<file path="src/rtl/sdram_read_arbiter_pkg.sv">
// Shared types and constants for the SDRAM read-port arbiter and its read mux.
package sdram_read_arbiter_pkg;

  localparam int SDRAM_RD_PORTS = 32;

  typedef enum logic [1:0] {
    IDLE    = 2'd0,
    GRANT   = 2'd1,
    BUSY    = 2'd2,
    RELEASE = 2'd3
  } arb_state_e;

  // Width of the grant timeout counter; at least one bit even when the timeout is disabled.
  function automatic int tmo_width(input int timeout);
    return (timeout < 2) ? 1 : $clog2(timeout + 1);
  endfunction

endpackage

</file>
<file path="src/rtl/sdram_read_arbiter_rr_pick.sv">
// Round-robin winner selection: first set request at or above rr_ptr, wrapping modulo N_REQ.
module rr_pick
  import sdram_read_arbiter_pkg::*;
#(
  parameter int N_REQ = SDRAM_RD_PORTS,
  parameter int SEL_W = $clog2(N_REQ)
) (
  input  logic [N_REQ-1:0] req,
  input  logic [SEL_W-1:0] rr_ptr,
  output logic             found,
  output logic [SEL_W-1:0] idx
);

  logic [2*N_REQ-1:0] dbl_req;
  logic [2*N_REQ-1:0] masked_req;

  // The lower copy is masked below rr_ptr and the upper copy is left whole, so the
  // lowest set bit of the doubled vector is the wrap-around winner.
  always_comb begin
    dbl_req    = {req, req};
    masked_req = '0;
    for (int i = 0; i < 2 * N_REQ; i++) begin
      masked_req[i] = dbl_req[i] && (i >= int'(rr_ptr));
    end
  end

  always_comb begin
    found = |req;
    idx   = '0;
    for (int i = 2 * N_REQ - 1; i >= 0; i--) begin
      if (masked_req[i]) idx = SEL_W'(i % N_REQ);
    end
  end

endmodule

</file>
<file path="src/rtl/sdram_read_arbiter.sv">
// Round-robin owner of the shared SDRAM read port: grants one requester per burst
// and gates read_start so each grant launches at most one burst.
module sdram_read_arbiter
  import sdram_read_arbiter_pkg::*;
#(
  parameter int N_REQ   = SDRAM_RD_PORTS,
  parameter int SEL_W   = $clog2(N_REQ),
  parameter int TIMEOUT = 255
) (
  input  logic             clk,
  input  logic             rst_n,
  input  logic [N_REQ-1:0] req,
  output logic [N_REQ-1:0] grant,
  output logic [SEL_W-1:0] sel,
  input  logic             mux_read_start,
  output logic             sdram_read_start,
  input  logic             sdram_read_done,
  output logic             busy,
  output logic             timeout_pulse,
  output arb_state_e       dbg_state,
  output logic [SEL_W-1:0] dbg_rr_ptr
);

  localparam int              TMO_W    = tmo_width(TIMEOUT);
  localparam logic [TMO_W-1:0] TMO_LAST = TMO_W'((TIMEOUT == 0) ? 0 : TIMEOUT - 1);
  localparam logic [SEL_W-1:0] LAST_IDX = SEL_W'(N_REQ - 1);

  arb_state_e       state_q;
  logic [N_REQ-1:0] grant_q;
  logic [SEL_W-1:0] sel_q;
  logic [SEL_W-1:0] rr_ptr_q;
  logic [TMO_W-1:0] tmo_cnt_q;
  logic             tmo_pulse_q;

  logic [SEL_W-1:0] rr_ptr_d;
  logic             pick_found;
  logic [SEL_W-1:0] pick_idx;

  rr_pick #(
    .N_REQ (N_REQ),
    .SEL_W (SEL_W)
  ) u_pick (
    .req    (req),
    .rr_ptr (rr_ptr_q),
    .found  (pick_found),
    .idx    (pick_idx)
  );

  // Priority moves to the requester just after the one that last held the port.
  assign rr_ptr_d = (sel_q == LAST_IDX) ? '0 : sel_q + SEL_W'(1);

  // Handshake: a requester holds req until it is granted and its start has been
  // accepted; the start is accepted only in GRANT, and the port stays owned until
  // the SDRAM controller answers with a read_done pulse in BUSY.
  always_ff @(posedge clk or negedge rst_n) begin
    if (!rst_n) begin
      state_q     <= IDLE;
      grant_q     <= '0;
      sel_q       <= '0;
      rr_ptr_q    <= '0;
      tmo_cnt_q   <= '0;
      tmo_pulse_q <= 1'b0;
    end else begin
      tmo_pulse_q <= 1'b0;
      case (state_q)
        IDLE: begin
          if (pick_found) begin
            grant_q   <= {{(N_REQ-1){1'b0}}, 1'b1} << pick_idx;
            sel_q     <= pick_idx;
            tmo_cnt_q <= '0;
            state_q   <= GRANT;
          end
        end
        GRANT: begin
          if (mux_read_start) begin
            state_q <= BUSY;
          end else if (!req[sel_q]) begin
            grant_q  <= '0;
            rr_ptr_q <= rr_ptr_d;
            state_q  <= IDLE;
          end else if ((TIMEOUT != 0) && (tmo_cnt_q == TMO_LAST)) begin
            grant_q     <= '0;
            rr_ptr_q    <= rr_ptr_d;
            tmo_pulse_q <= 1'b1;
            state_q     <= IDLE;
          end else begin
            tmo_cnt_q <= tmo_cnt_q + TMO_W'(1);
          end
        end
        BUSY: begin
          if (sdram_read_done) begin
            grant_q <= '0;
            state_q <= RELEASE;
          end
        end
        RELEASE: begin
          // sel is left alone so the last beat and read_done stay routed this cycle.
          rr_ptr_q <= rr_ptr_d;
          state_q  <= IDLE;
        end
        default: state_q <= IDLE;
      endcase
    end
  end

  assign grant            = grant_q;
  assign sel              = sel_q;
  assign timeout_pulse    = tmo_pulse_q;
  assign sdram_read_start = mux_read_start && (state_q == GRANT);
  assign busy             = (state_q == GRANT) || (state_q == BUSY);
  assign dbg_state        = state_q;
  assign dbg_rr_ptr       = rr_ptr_q;

  a_grant_onehot0: assert property (@(posedge clk) disable iff (!rst_n) $onehot0(grant_q));
  a_grant_sel:     assert property (@(posedge clk) disable iff (!rst_n)
                                    (grant_q != '0) |-> grant_q[sel_q]);
  a_start_grant:   assert property (@(posedge clk) disable iff (!rst_n)
                                    sdram_read_start |-> (state_q == GRANT));

endmodule
</file>
<file path="config.mk">
export PLATFORM = sky130hd
export DESIGN_NAME = sdram_read_arbiter
export DESIGN_NICKNAME = d
export VERILOG_FILES = /design/src/rtl/sdram_read_arbiter_pkg.sv /design/src/rtl/sdram_read_arbiter_rr_pick.sv /design/src/rtl/sdram_read_arbiter.sv
export SDC_FILE = /design/constraint.sdc
export NUM_CORES = 1
export LEC_CHECK = 0
export CORE_ASPECT_RATIO = 0.8
export CORE_MARGIN = 2
export CORE_UTILIZATION = 57
export CTS_BUF_LIST = sky130_fd_sc_hd__clkbuf_8 sky130_fd_sc_hd__clkbuf_16
export DETAILED_ROUTE_END_ITERATION = 12
export GPL_TIMING_DRIVEN = 0
export PLACE_DENSITY = 0.83
export SLEW_MARGIN = 10
export SYNTH_ARGS = -nofsm -noshare
export SYNTH_HDL_FRONTEND = slang
export SYNTH_HIERARCHICAL = 1
export SYNTH_SLANG_ARGS = --single-unit
</file>
<file path="constraint.sdc">
create_clock -name clk -period 6.95 [get_ports clk]
set_input_delay 1.7375 -clock clk [delete_from_list [all_inputs] [get_ports clk]]
set_output_delay 1.7375 -clock clk [all_outputs]
set_load 0.05 [all_outputs]
</file>
==> results of run 1 <==
## cells in the final DEF, fill, tap and decap left out, types with 5 or more instances in the layout
cell type        Yosys  final
a21oi_1             30     30
nand2_1             70     70
nand2b_1            14     14
buf_2                9     10
mux2_2               5      5
nor2_1              38     38
nand4_1             12     12
o21ai_1             10     10
clkdlybuf4s50_1      0     81
nand3_1             28     28
and3_1               6      6
dfrtp_1             53     53
nor2b_1             11     11
o31ai_1             29     29
o41ai_1             11     11
buf_6                8      8
a21o_1               7      7
or4_1                5      5
ha_1                 9      9
clkbuf_1            14     14
o211ai_1             8      8
o21ai_0             14     14
inv_1               10     11
mux2i_1             20     20
clkbuf_8             0      5
mux2_1               5      5
nor3_1              16     16
## registers in the layout, indices dropped and copies added (netlist names), named ones only
name / cells
grant: 32
dbg_state: 1
timeout_pulse: 1
sel: 5
dbg_rr_ptr: 5
tmo_cnt_q: 8
## per-layer routing
metal	track usage [%]	vias to the layer above	routed length [µm]
li1	-	2172	-
met1	50.72	2269	6192
met2	53.03	338	6415
met3	10.86	24	1887
met4	5.811	0	185
met5	0	-	0
## worst register-to-register path, cell delays in order (launching register included)
cell and delay, ns:
dfrtp_1 0.38, clkbuf_1 0.25, clkbuf_1 0.48, o211ai_1 0.22
nand2_1 0.20, nand4_1 0.15, nor3_1 0.39, o211ai_1 0.15
a21oi_1 0.24, clkbuf_1 0.41, nand2b_1 0.25, nand2b_1 0.30
o31ai_1 0.28
## worst min path at each step
stage	startpoint	endpoint	slack [ns]
4_1_cts	grant[11]	grant[11]	0.49
6_report	grant[11]	grant[11]	0.49
2_1_floorplan	tmo_cnt_q[5]	tmo_cnt_q[5]	0.49
3_5_place_dp	grant[23]	grant[23]	0.47
5_1_grt	grant[13]	grant[13]	0.52
3_3_place_gp	grant[0]	grant[0]	0.46
## cell families after synthesis
| kind of cell | Yosys count | synth area share [%] |
|---|---|---|
| AND/OR/NAND/NOR | 229 | 26.43 |
| AO/OA/AOI/OAI | 160 | 26.61 |
| flip-flops | 53 | 30.52 |
| buffers and inverters | 48 | 6.248 |
| multiplexers | 30 | 7.198 |
| adder cells (fa/ha/maj) | 9 | 2.591 |
| XOR/XNOR | 2 | 0.4032 |
## power by group through the flow
stage | combinational [mW] | sequential (mW) | clock [mW]
after floorplan | 0.879 | 0.602 | 0
after global placement | 1.45 | 0.432 | 0
after detailed placement | 1.49 | 0.433 | 0
after CTS | 1.51 | 0.428 | 0.210
after global routing | 1.64 | 0.438 | 0.224
final | 1.54 | 0.429 | 0.211
## cells in the mapped netlist, types with 5 or more instances
cell and count:
a21o_1 7, a21oi_1 30, and3_1 6, buf_2 9, buf_6 8, clkbuf_1 14
dfrtp_1 53, ha_1 9, inv_1 10, mux2_1 5, mux2_2 5, mux2i_1 20
nand2_1 70, nand2b_1 14, nand3_1 28, nand4_1 12, nor2_1 38, nor2b_1 11
nor3_1 16, o211ai_1 8, o21ai_0 14, o21ai_1 10, o31ai_1 29, o41ai_1 11
or4_1 5
## per-stage QoR
| step | cells | power, mW | worst slack (ns) |
|---|---|---|---|
| final | 727 | 2.185 | 1.762 |
| after global routing | 727 | 2.306 | 1.724 |
| after CTS | 727 | 2.143 | 1.801 |
| after detailed placement | 719 | 1.920 | 1.628 |
| after global placement | 718 | 1.881 | 1.671 |
| after floorplan | 531 | 1.481 | 2.801 |
## cell type report
cell class / instances / share of cell area [%]
clock buffers: 5 / 1.268
flip-flops and latches: 53 / 24.45
clock inverters: 3 / 0.7841
well taps: 105 / 2.422
repair buffers: 83 / 15.41
multi-input cells: 430 / 50.67
inverters: 14 / 0.9686
plain buffers: 34 / 4.036
==> impl_metrics.csv, run 1 <==
group,metric,value,unit
final_layout,layout-drive-gt1-share,8.521,%
final_layout,area.growth.synth_to_final,24.85,%
global_route,overflow,0,
worst_setup_path,r2r_end,"grant[29]",
routing,via_count,4803,
clocking,cts_tree,"built",
clocking,clkLatencyLatePin,0.31,ns
timing,fin_crit_sh,74.64,%
worst_setup_path,critPathSlowestCell,"or4_4",
clocking,cts.reportedPaths.clkPinSlew,0.10,ns
worst_setup_path,worstPathArrival,5.42,ns
worst_hold_path,min_path_type,"reg2reg",
placed_design,hpwl,11150,µm
final_layout,multi_input_area,0.002749,mm²
timing,rsz0062_at_grt,"no",
worst_setup_path,crit_path_start,"req[24]",
synthesis,syn-instance-count,531,
clocking,cts_resized,0,
clocking,cts_hold_buf,0,
final_layout,fillers,557,
timing,worst_pin_slew,0.9472,ns
clocking,cts_buffers,5,
clocking,post-cts-setup-buffer-count,0,
power,peakVddDrop,0.3449,mV
global_route,grt_pass1_vias,4389,
worst_setup_path,worst_path_most_repeated_cell,"a31oi_1",
synthesis,synth_area_leader_cell,"dfrtp_1",
clocking,cts_root_buffer,"clkbuf_8",
placed_design,gp_congestion,1.020,
timing,finalSetupViolCount,0,
timing,holdWs,0.4946,ns
global_route,grt_max_degree,39,
floorplan,die_h,82.10,µm
synthesis,synth.area.top_cells,"dfrtp_1 31%, nand2_1 6.0%, o31ai_1 5.0%, mux2i_1 4.6%, a21oi_1 3.5%",
synthesis,synth-edff-count,0,
timing,layout_min_cycle_time,5.188,ns
worst_setup_path,cp.required,7.18,ns
floorplan,ioPinCount,83,
routing,drt_pass1_iterations,6,
worst_setup_path,crit_type,"in2reg",
routing,via_per_inst,6.607,
worst_setup_path,end_kind,"register",
synthesis,synthArstFlopShare,100.0,%
synthesis,yosysWarnings,6,
worst_setup_path,crit_end,"grant[4]",
floorplan,fp-row-count,28,
power,p_sw,1.189,mW
routing,drc_errors,0,
floorplan,die_area,0.008342,mm²
worst_hold_path,holdPathStages,2,
synthesis,yosysSeqAreaShare,30.52,%
synthesis,synth-seq-cells,53,
worst_setup_path,reg2reg_depth,12,
worst_setup_path,worstPathCellList,"clkdlybuf4s50_1, or4_4, o21ba_1, o311ai_1, a31oi_1, a211o_1, a31oi_1, nand2b_1, or4_1, o21ai_2",
power,internal-power,996.2,µW
clocking,clock-sinks,53,
power,p_leak,2.215,nW
placed_design,dpl-instance-area,0.005313,mm²
synthesis,syn_avg_cell_area,8.183,µm²
worst_setup_path,crit_cells,10,
worst_setup_path,regToRegStartpoint,"dbg_rr_ptr[1]",
floorplan,die_w,101.6,µm
job,max-cap-violations,0,
status,outcome,"complete, no violations",
synthesis,ys.flop_type,"dfrtp_1",
power,seq_power_share,19.6,%
timing,max_slew_margin,36.69,%
power,p_comb_share,70.7,%
routing,wirelength,14680,µm
final_layout,layout.nets,666,
worst_setup_path,rrSetupSlack,3.15,ns
timing,clock_skew,0.007491,ns
final_layout,utilization,73.39,%
synthesis,syn_area,0.004345,mm²
routing,wl_per_cell,20.19,µm
global_route,track_usage,35.23,%
final_layout,regArea,0.001326,mm²
worst_setup_path,crit_family,"compound AO/OA/AOI/OAI gates",
worst_setup_path,cpPeakStageDelay,0.63,ns
global_route,grt_pass1_wl,22740,µm
routing,ant_nets,0,
routing,initialDrtViolationCount,417,
floorplan,coreArea,0.007392,mm²
floorplan,start_util,58.78,%
power,powerDensity,402.8,mW/mm²
worst_setup_path,start_kind,"input port",
synthesis,synth_cell_types,70,
final_layout,fin_area,0.005425,mm²
timing,fin_setup_tns,0,ns
timing,hold_viol,0,
final_layout,num_antenna_cells,0,
synthesis,synth_nets,576,
placed_design,io_buffer_count,82,
power,swShare,54.41,%
global_route,antenna_found_initial,0,
worst_setup_path,cp_num_buf_inv,1,
synthesis,synthDominantCellAreaShare,30.52,%
clocking,cts_buffer_depth,2,
power,power.share.clock,9.7,%
worst_setup_path,path_max_fanout,7,
timing,fmax,192.8,MHz
timing,drv_slew,0,
clocking,htreeDepth,2,
Note: power is estimated with default switching activity, not from simulation.
==> run 2: changes to the inputs <==
--- a/config.mk
+++ b/config.mk
@@ -7,11 +7,11 @@
 export LEC_CHECK = 0
 export CORE_ASPECT_RATIO = 0.8
 export CORE_MARGIN = 2
-export CORE_UTILIZATION = 57
+export CORE_UTILIZATION = 48
 export CTS_BUF_LIST = sky130_fd_sc_hd__clkbuf_8 sky130_fd_sc_hd__clkbuf_16
 export DETAILED_ROUTE_END_ITERATION = 12
 export GPL_TIMING_DRIVEN = 0
-export PLACE_DENSITY = 0.83
+export PLACE_DENSITY = 0.75
 export SLEW_MARGIN = 10
 export SYNTH_ARGS = -nofsm -noshare
 export SYNTH_HDL_FRONTEND = slang
==> constraint.sdc (replaced) <==
create_clock -name clk -period 4.35 [get_ports clk]
set_input_delay 1.0875 -clock clk [delete_from_list [all_inputs] [get_ports clk]]
set_output_delay 1.0875 -clock clk [all_outputs]
set_load 0.05 [all_outputs]
==> impl_metrics.csv, run 2 (synthesis gave the netlist of run 1 again) <==
group,metric,value,unit
clocking,cts_resized,0,
timing,hold_viol,0,
final_layout,layout_common_cells,"81 x clkdlybuf4s50_1, 70 x nand2_1, 53 x dfrtp_1, 38 x nor2_1, 30 x a21oi_1",
worst_setup_path,end_kind,"register",
clocking,cts_buffers,5,
clocking,cts_buffer_depth,2,
timing,worst_pin_slew,0.6885,ns
status,outcome,"complete, no violations",
worst_hold_path,min_path_type,"reg2reg",
power,seq_power_share,19.4,%
clocking,htreeDepth,2,
power,p_comb_share,68.9,%
floorplan,die_area,0.009834,mm²
routing,ant_nets,0,
worst_hold_path,holdPathStages,2,
floorplan,ioPinCount,83,
timing,layout_min_cycle_time,4.181,ns
power,internal-power,1.656,mW
power,peakVddDrop,0.4610,mV
clocking,cts_hold_buf,0,
timing,fmax,239.2,MHz
worst_setup_path,r2r_end,"grant[17]",
worst_setup_path,reg2reg_depth,13,
worst_setup_path,worstPathCellList,"clkdlybuf4s50_1, or4_4, o21ba_1, o311ai_1, a31oi_1, a211o_1, a31oi_2, nand2b_1, or4_1, o21ai_2",
global_route,grt_pass1_vias,4208,
power,p_leak,2.229,nW
final_layout,layout-drive-gt1-share,9.164,%
global_route,grt_max_degree,28,
global_route,grt_pass1_wl,23050,µm
global_route,track_usage,30.79,%
final_layout,num_antenna_cells,0,
worst_setup_path,cp.required,4.58,ns
clocking,post-cts-setup-buffer-count,0,
routing,drt_pass1_iterations,5,
placed_design,hpwl,11350,µm
final_layout,largest_reg_flops,32,
worst_setup_path,crit_path_start,"req[24]",
routing,drc_errors,0,
floorplan,die_w,110.4,µm
worst_setup_path,rrSetupSlack,0.58,ns
timing,drv_slew,0,
routing,wl_per_cell,20.28,µm
worst_setup_path,critPathSlowestCell,"or4_4",
global_route,antenna_found_initial,0,
placed_design,dpl-instance-area,0.005325,mm²
worst_setup_path,path_max_fanout,7,
job,max-cap-violations,0,
routing,via_per_inst,6.263,
timing,finalSetupViolCount,0,
power,p_sw,1.914,mW
routing,initialDrtViolationCount,477,
final_layout,area.growth.synth_to_final,26.58,%
clocking,cts_root_buffer,"clkbuf_16",
final_layout,layout_commonest_cell,"clkdlybuf4s50_1",
worst_setup_path,cpPeakStageDelay,0.60,ns
floorplan,die_h,89.10,µm
routing,via_count,4616,
floorplan,coreArea,0.008921,mm²
floorplan,fp-row-count,31,
power,swShare,53.62,%
worst_setup_path,crit_type,"in2reg",
worst_setup_path,worstPathArrival,4.41,ns
worst_setup_path,regToRegStartpoint,"dbg_rr_ptr[3]",
placed_design,place_inst,729,
routing,wirelength,14950,µm
placed_design,gp_congestion,1.007,
power,power.share.clock,11.7,%
clocking,cts.reportedPaths.clkPinSlew,0.07,ns
worst_setup_path,crit_end,"grant[4]",
floorplan,start_util,48.71,%
final_layout,layout.nets,666,
final_layout,fin_area,0.005500,mm²
power,powerDensity,648.9,mW/mm²
timing,max_slew_margin,53.99,%
clocking,clock-sinks,53,
final_layout,layout.cells.non_filler,737,
worst_setup_path,start_kind,"input port",
timing,clock_skew,0.004014,ns
global_route,overflow,0,
placed_design,io_buffer_count,82,
timing,fin_crit_sh,96.11,%
clocking,clkLatencyLatePin,0.29,ns
clocking,cts_tree,"built",
==> run 2: worst max-delay path: cells and delay by family <==
| family | cells | cell delay (ns) |
|---|---|---|
| AOI/OAI and AO/OA | 6 | 1.48 |
| and+or+nand+nor | 3 | 1.31 |
| buffers and inverters | 1 | 0.54 |
==> run 2: per-layer routing <==
layer / track usage (%) / vias to the layer above / part of all wire, %
met2: 41.33 / 215 / 41
met3: 9.038 / 15 / 9.9
met1: 48.64 / 2204 / 48
met5: 0 / - / 0
li1: - / 2182 / -
met4: 5.227 / 0 / 0.97
==> run 2: how the worst min path moves through the flow <==
stage / from / endpoint / slack, ns
finish: grant[8] / grant[8] / 0.48
global route: grant[24] / grant[24] / 0.50
CTS: grant[17] / grant[17] / 0.48
detailed placement: grant[17] / grant[17] / 0.47
global placement: grant[17] / grant[17] / 0.47
floorplan: tmo_cnt_q[5] / tmo_cnt_q[5] / 0.49
==> run 2: power groups by stage <==
| stage | Sequential [mW] | Combinational (mW) | Clock, mW |
|---|---|---|---|
| after floorplan | 0.962 | 1.41 | 0 |
| after global placement | 0.697 | 2.36 | 0 |
| after detailed placement | 0.697 | 2.38 | 0 |
| after CTS | 0.692 | 2.40 | 0.420 |
| after global routing | 0.706 | 2.63 | 0.440 |
| final | 0.693 | 2.46 | 0.418 |
==> run 2: area by class of cell <==
type | instances | area [µm²]
clock buffers | 6 | 138.9
inverters | 14 | 52.55
multi-input cells | 430 | 2768
flip-flops and latches | 53 | 1326
fillers | 819 | 3421
clock inverters | 2 | 16.27
well taps | 115 | 143.9
plain buffers | 34 | 219.0
repair buffers | 83 | 835.8
==> run 2: through the flow <==
step	setup TNS [ns]	hold slack, ns	utilization (%)	total power, mW	setup slack [ns]
after floorplan	0	0.4861	-	2.367	0.8507
after global placement	-2.316	0.4661	59.52	3.058	-0.2980
after detailed placement	-3.941	0.4665	59.69	3.082	-0.3142
after CTS	0	0.4823	61.43	3.515	0.008723
after global routing	-0.04150	0.5030	61.66	3.774	-0.04150
final	0	0.4808	61.66	3.569	0.1692
==> RTL change 1 (config.mk and constraints of run 2) <==
Put one more register stage on the output `dbg_state`, without a reset. The value now appears one clock later. The other outputs are not delayed to match.
--- a/src/rtl/sdram_read_arbiter.sv
+++ b/src/rtl/sdram_read_arbiter.sv
@@ -109,5 +109,7 @@
   assign sdram_read_start = mux_read_start && (state_q == GRANT);
   assign busy             = (state_q == GRANT) || (state_q == BUSY);
-  assign dbg_state        = state_q;
+  always_ff @(posedge clk) begin
+    dbg_state <= state_q;
+  end
   assign dbg_rr_ptr       = rr_ptr_q;
 
Behaviour: not the same (a bounded check fails within 4 cycles, from zero or initial values and one cycle with rst_n low).
==> RTL change 1 against run 2 <==
Setup slack improved by 33 ps; non-clock buffer count decreased by 6; largest power group unchanged; cell area increased by 2.8%; sequential share of layout area about the same; clock power increased by 10%; area after synthesis increased by 3.4%; die area increased by 3.2%; routed wire length decreased by 4.2%; sequential cell count increased by 2; largest cell class unchanged; total power increased by 2.4%; final cell count decreased by 0.81%.
==> RTL change 1: results (changes against run 2) <==
[synth]
synth_seq_area_share = 0.304  ; -0.00103
yosysUniqueCellTypes = 68  ; -2.9%
synth_commonest_cells = 71 x nor2_1, 53 x dfrtp_1, 33 x nand3_1
synth_nets = 570  ; -1.0%
synthCells = 525  ; -1.1%

[final_layout]
fillers = 793  ; -3.2%
layout.nets = 660  ; -0.90%

[outcome]
outcome = complete, no violations

[grt]
grt_pass1_wl_microns = 22500  ; -2.2%
grt_max_degree = 34  ; +21%
grt_usage = 0.279  ; -0.0293
grt_use_met3 = 0.0826  ; -0.00783
met2_usage = 0.369  ; -0.0438
met1_usage = 0.442  ; -0.0448

[route]
wl_met1_microns = 7010  ; -3.0%
routedWlPerCell_microns = 19.6  ; -3.5%
wl_met3_microns = 1520  ; +3.0%
drt-vias-per-instance = 6.17  ; -1.5%
drt_iter0_markers = 534  ; +12%

[power_and_ir_drop]
vdd_ir_drop_max_v = 0.000474  ; +2.8%
p_leak_uw = 0.00240  ; +7.6%

[timing]
whs_ps = 471  ; -9.31 ps
maxSlewHeadroom = 0.478  ; -0.0617

[critical_path]
crit_family = simple AND/OR/NAND/NOR gates
r2r_cells = 12  ; -1
arrival_ps = 4330  ; -80 ps
crit_path_top_delay_cell = a2111oi_2
rrSetupSlack_ps = 630  ; +50 ps

[place]
dp.cells = 723  ; -0.82%
placed_cell_area_sq_um = 5480  ; +2.9%

[worst_hold_path]
min_to = dbg_state[0]
holdPathStages = 0  ; -2

[RTL change 1: changes by cell type after synthesis, sizes merged, moves of 4 or more]
| cell | run 2 | this run |
|---|---|---|
| o31ai | 29 | 6 |
| clkbuf | 14 | 10 |
| nand3 | 28 | 33 |
| mux2 | 10 | 42 |
| o21ai | 25 | 30 |
| nor2 | 38 | 71 |
| nand2 | 70 | 31 |
| o41ai | 11 | 3 |
[RTL change 1: cells by family (layout without fill, tap and decap cells)]
| group | Yosys count | in the layout | share of synthesized area |
|---|---|---|---|
| compound gates | 135 | 135 | 0.202 |
| xor+xnor | 2 | 2 | 0.00390 |
| fa+ha+maj | 9 | 9 | 0.0251 |
| buf+inv | 44 | 135 | 0.0499 |
| flops | 55 | 55 | 0.304 |
| mux | 61 | 61 | 0.173 |
| simple gates | 219 | 219 | 0.243 |
[RTL change 1: how the worst max path moves through the flow]
stage                     startpoint         to  slack (ps)  depth (start not counted)
after CTS                     req[5]   grant[8]          60                         11
after floorplan               req[5]   grant[2]         850                         10
after detailed placement      req[5]   grant[8]        -240                         11
after global placement        req[5]   grant[8]        -530                         11
after global routing          req[5]  grant[29]          50                         10
final                         req[5]   grant[8]         200                         11
[RTL change 1: final cells by class]
cell class,instances,share of cell area
timing repair buffer,83,0.149
multi-input combinational,426,0.514
clock inverter,3,0.00774
buffer,28,0.0290
inverter,16,0.0106
sequential,55,0.242
tap,115,0.0254
clock buffer,5,0.0221
[RTL change 1: where the power goes]
| part | internal, uW | switching, uW |
|---|---|---|
| combinational | 905 | 1560 |
| sequential | 617 | 108 |
| clock | 272 | 190 |
[RTL change 1: repair_timing]
action | in CTS | in global routing
endpoints found under the hold margin | 0 | 0
resized for setup | 0 | 2
buffers inserted | 0 | 0
setup endpoints to repair | 0 | 32
==> RTL change 2 (settings of run 2) <==
Without the edit above. `TIMEOUT`: 255 -> 510.
--- a/src/rtl/sdram_read_arbiter.sv
+++ b/src/rtl/sdram_read_arbiter.sv
@@ -6,5 +6,5 @@
   parameter int N_REQ   = SDRAM_RD_PORTS,
   parameter int SEL_W   = $clog2(N_REQ),
-  parameter int TIMEOUT = 255
+  parameter int TIMEOUT = 510
 ) (
   input  logic             clk,
Check against the original RTL: same outputs for any inputs over 4 cycles, from zero or initial values and one cycle with rst_n low; that may be too few to reach the edited logic, so the function may still have changed.
==> RTL change 2 against run 2 <==
Area after synthesis is 3.7% higher; first-iteration DRC count up 20%; synthesized cell count decreased by 4.3%; hold slack improved by 36 ps; sequential cell count increased by 1; cell area is 4.3% higher; total power up 5.2%; setup slack better by 37 ps; routed wire length up 1.6%; critical path type unchanged; largest power group unchanged; highest routed layer unchanged.
==> RTL change 2: results (changes against run 2) <==
[power_and_ir_drop]
p_leak_uw = 0.00239  ; +7.1%
pg_comb_uw = 2500  ; +2%
p_sw_uw = 1880  ; -1.8%
seq-power_uw = 727  ; +4.9%
vdd_ir_drop_max_v = 0.000580  ; +26%
switching_share = 0.500  ; -0.0359

[final_layout]
nNonClkBuffers = 107  ; -8.5%
layout.nets = 644  ; -3.3%
drive_above_1_share = 0.162  ; +0.0700
inv_count = 20  ; +6
clkCellAreaFrac = 0.0347  ; +0.00646
fillers = 786  ; -4.0%
regArea_sq_um = 1350  ; +1.9%
fin_area_sq_um = 5740  ; +4.3%
num-multi-input-gates = 411  ; -4.4%
multi_input_area_sq_um = 2980  ; +7.7%
buf_share = 0.172  ; -0.0195

[critical_path]
arrival_ps = 4390  ; -20 ps
crit_path_max_fanout = 9  ; +2

[place]
dp.cells = 707  ; -3.0%
placed_cell_area_sq_um = 5520  ; +3.7%
place.gp.congestion = 1.02  ; +1.7%
place_hpwl_microns = 11500  ; +1.5%
numPortBuffers = 82  ; unchanged
post-place-ws_ps = -283  ; +31.1 ps

[timing]
skew_ps = 5.08  ; +1.06 ps
maxSlewHeadroom = 0.530  ; -0.00942

[route]
wl_met1_microns = 7060  ; -2.3%
drt_iter0_markers = 571  ; +20%
drt-vias-per-instance = 6.45  ; +3.0%
num_vias = 4611  ; -0.11%
wl_met3_microns = 1670  ; +13%
routedWlPerCell_microns = 21.2  ; +4.7%
wl_met2_microns = 6290  ; +3.2%

[clock_network]
numClockSinks = 54  ; +1.9%
cts_resized = 0  ; unchanged

[synth]
synth_compound_area_frac = 0.220  ; -0.0459
synth_nets = 553  ; -4.0%
synth_area_leaders = dfrtp_1 30%, mux2_4 10%, nor2_1 5.5%
synth.avg_cell_area_sq_um = 8.87  ; +8.4%
synthAdderAreaFrac = 0.0250  ; -0.000928
synth_seq_area_share = 0.300  ; -0.00538
synth_commonest_cells = 66 x nor2_1, 54 x dfrtp_1, 34 x nand2_1
synth.mux.area_fraction = 0.181  ; +0.109

[grt]
met2_usage = 0.408  ; -0.00514
grt_max_degree = 29  ; +3.6%
met1_usage = 0.470  ; -0.0169
grt_use_met3 = 0.0725  ; -0.0179
grt_pass1_vias = 4335  ; +3.0%
grt_usage = 0.297  ; -0.0106
grt_pass1_wl_microns = 23900  ; +3.9%

[die]
core_sq_um = 9080  ; +1.7%

[outcome]
outcome = complete, no violations

## RTL change 2: changes by cell type in the layout (fill, tap and decap cells not counted), moves of 6 or more
cell	before	now
o41ai_1	10	3
mux2i_1	20	5
o31ai_1	29	5
mux2_4	0	30
inv_1	10	17
nor2_1	38	66
nand3_1	28	19
nand2b_1	14	8
o21ai_0	14	21
mux4_2	0	6
mux2_2	5	16
nand2_1	70	34
## RTL change 2: path summary, 6_finish.rpt
| kind | cells after the start | end | startpoint | slack (ps) |
|---|---|---|---|---|
| max reg2reg | 12 | grant[21] | dbg_rr_ptr[3] | 540 |
| min in group asynchronous | 1 | tmo_cnt_q[1] | rst_n | 630 |
| max | 10 | grant[21] | req[24] | 210 |
| min reg2reg | 1 | grant[0] | grant[0] | 520 |
| max in group asynchronous | 3 | grant[26] | rst_n | 3130 |
| min | 1 | grant[0] | grant[0] | 520 |
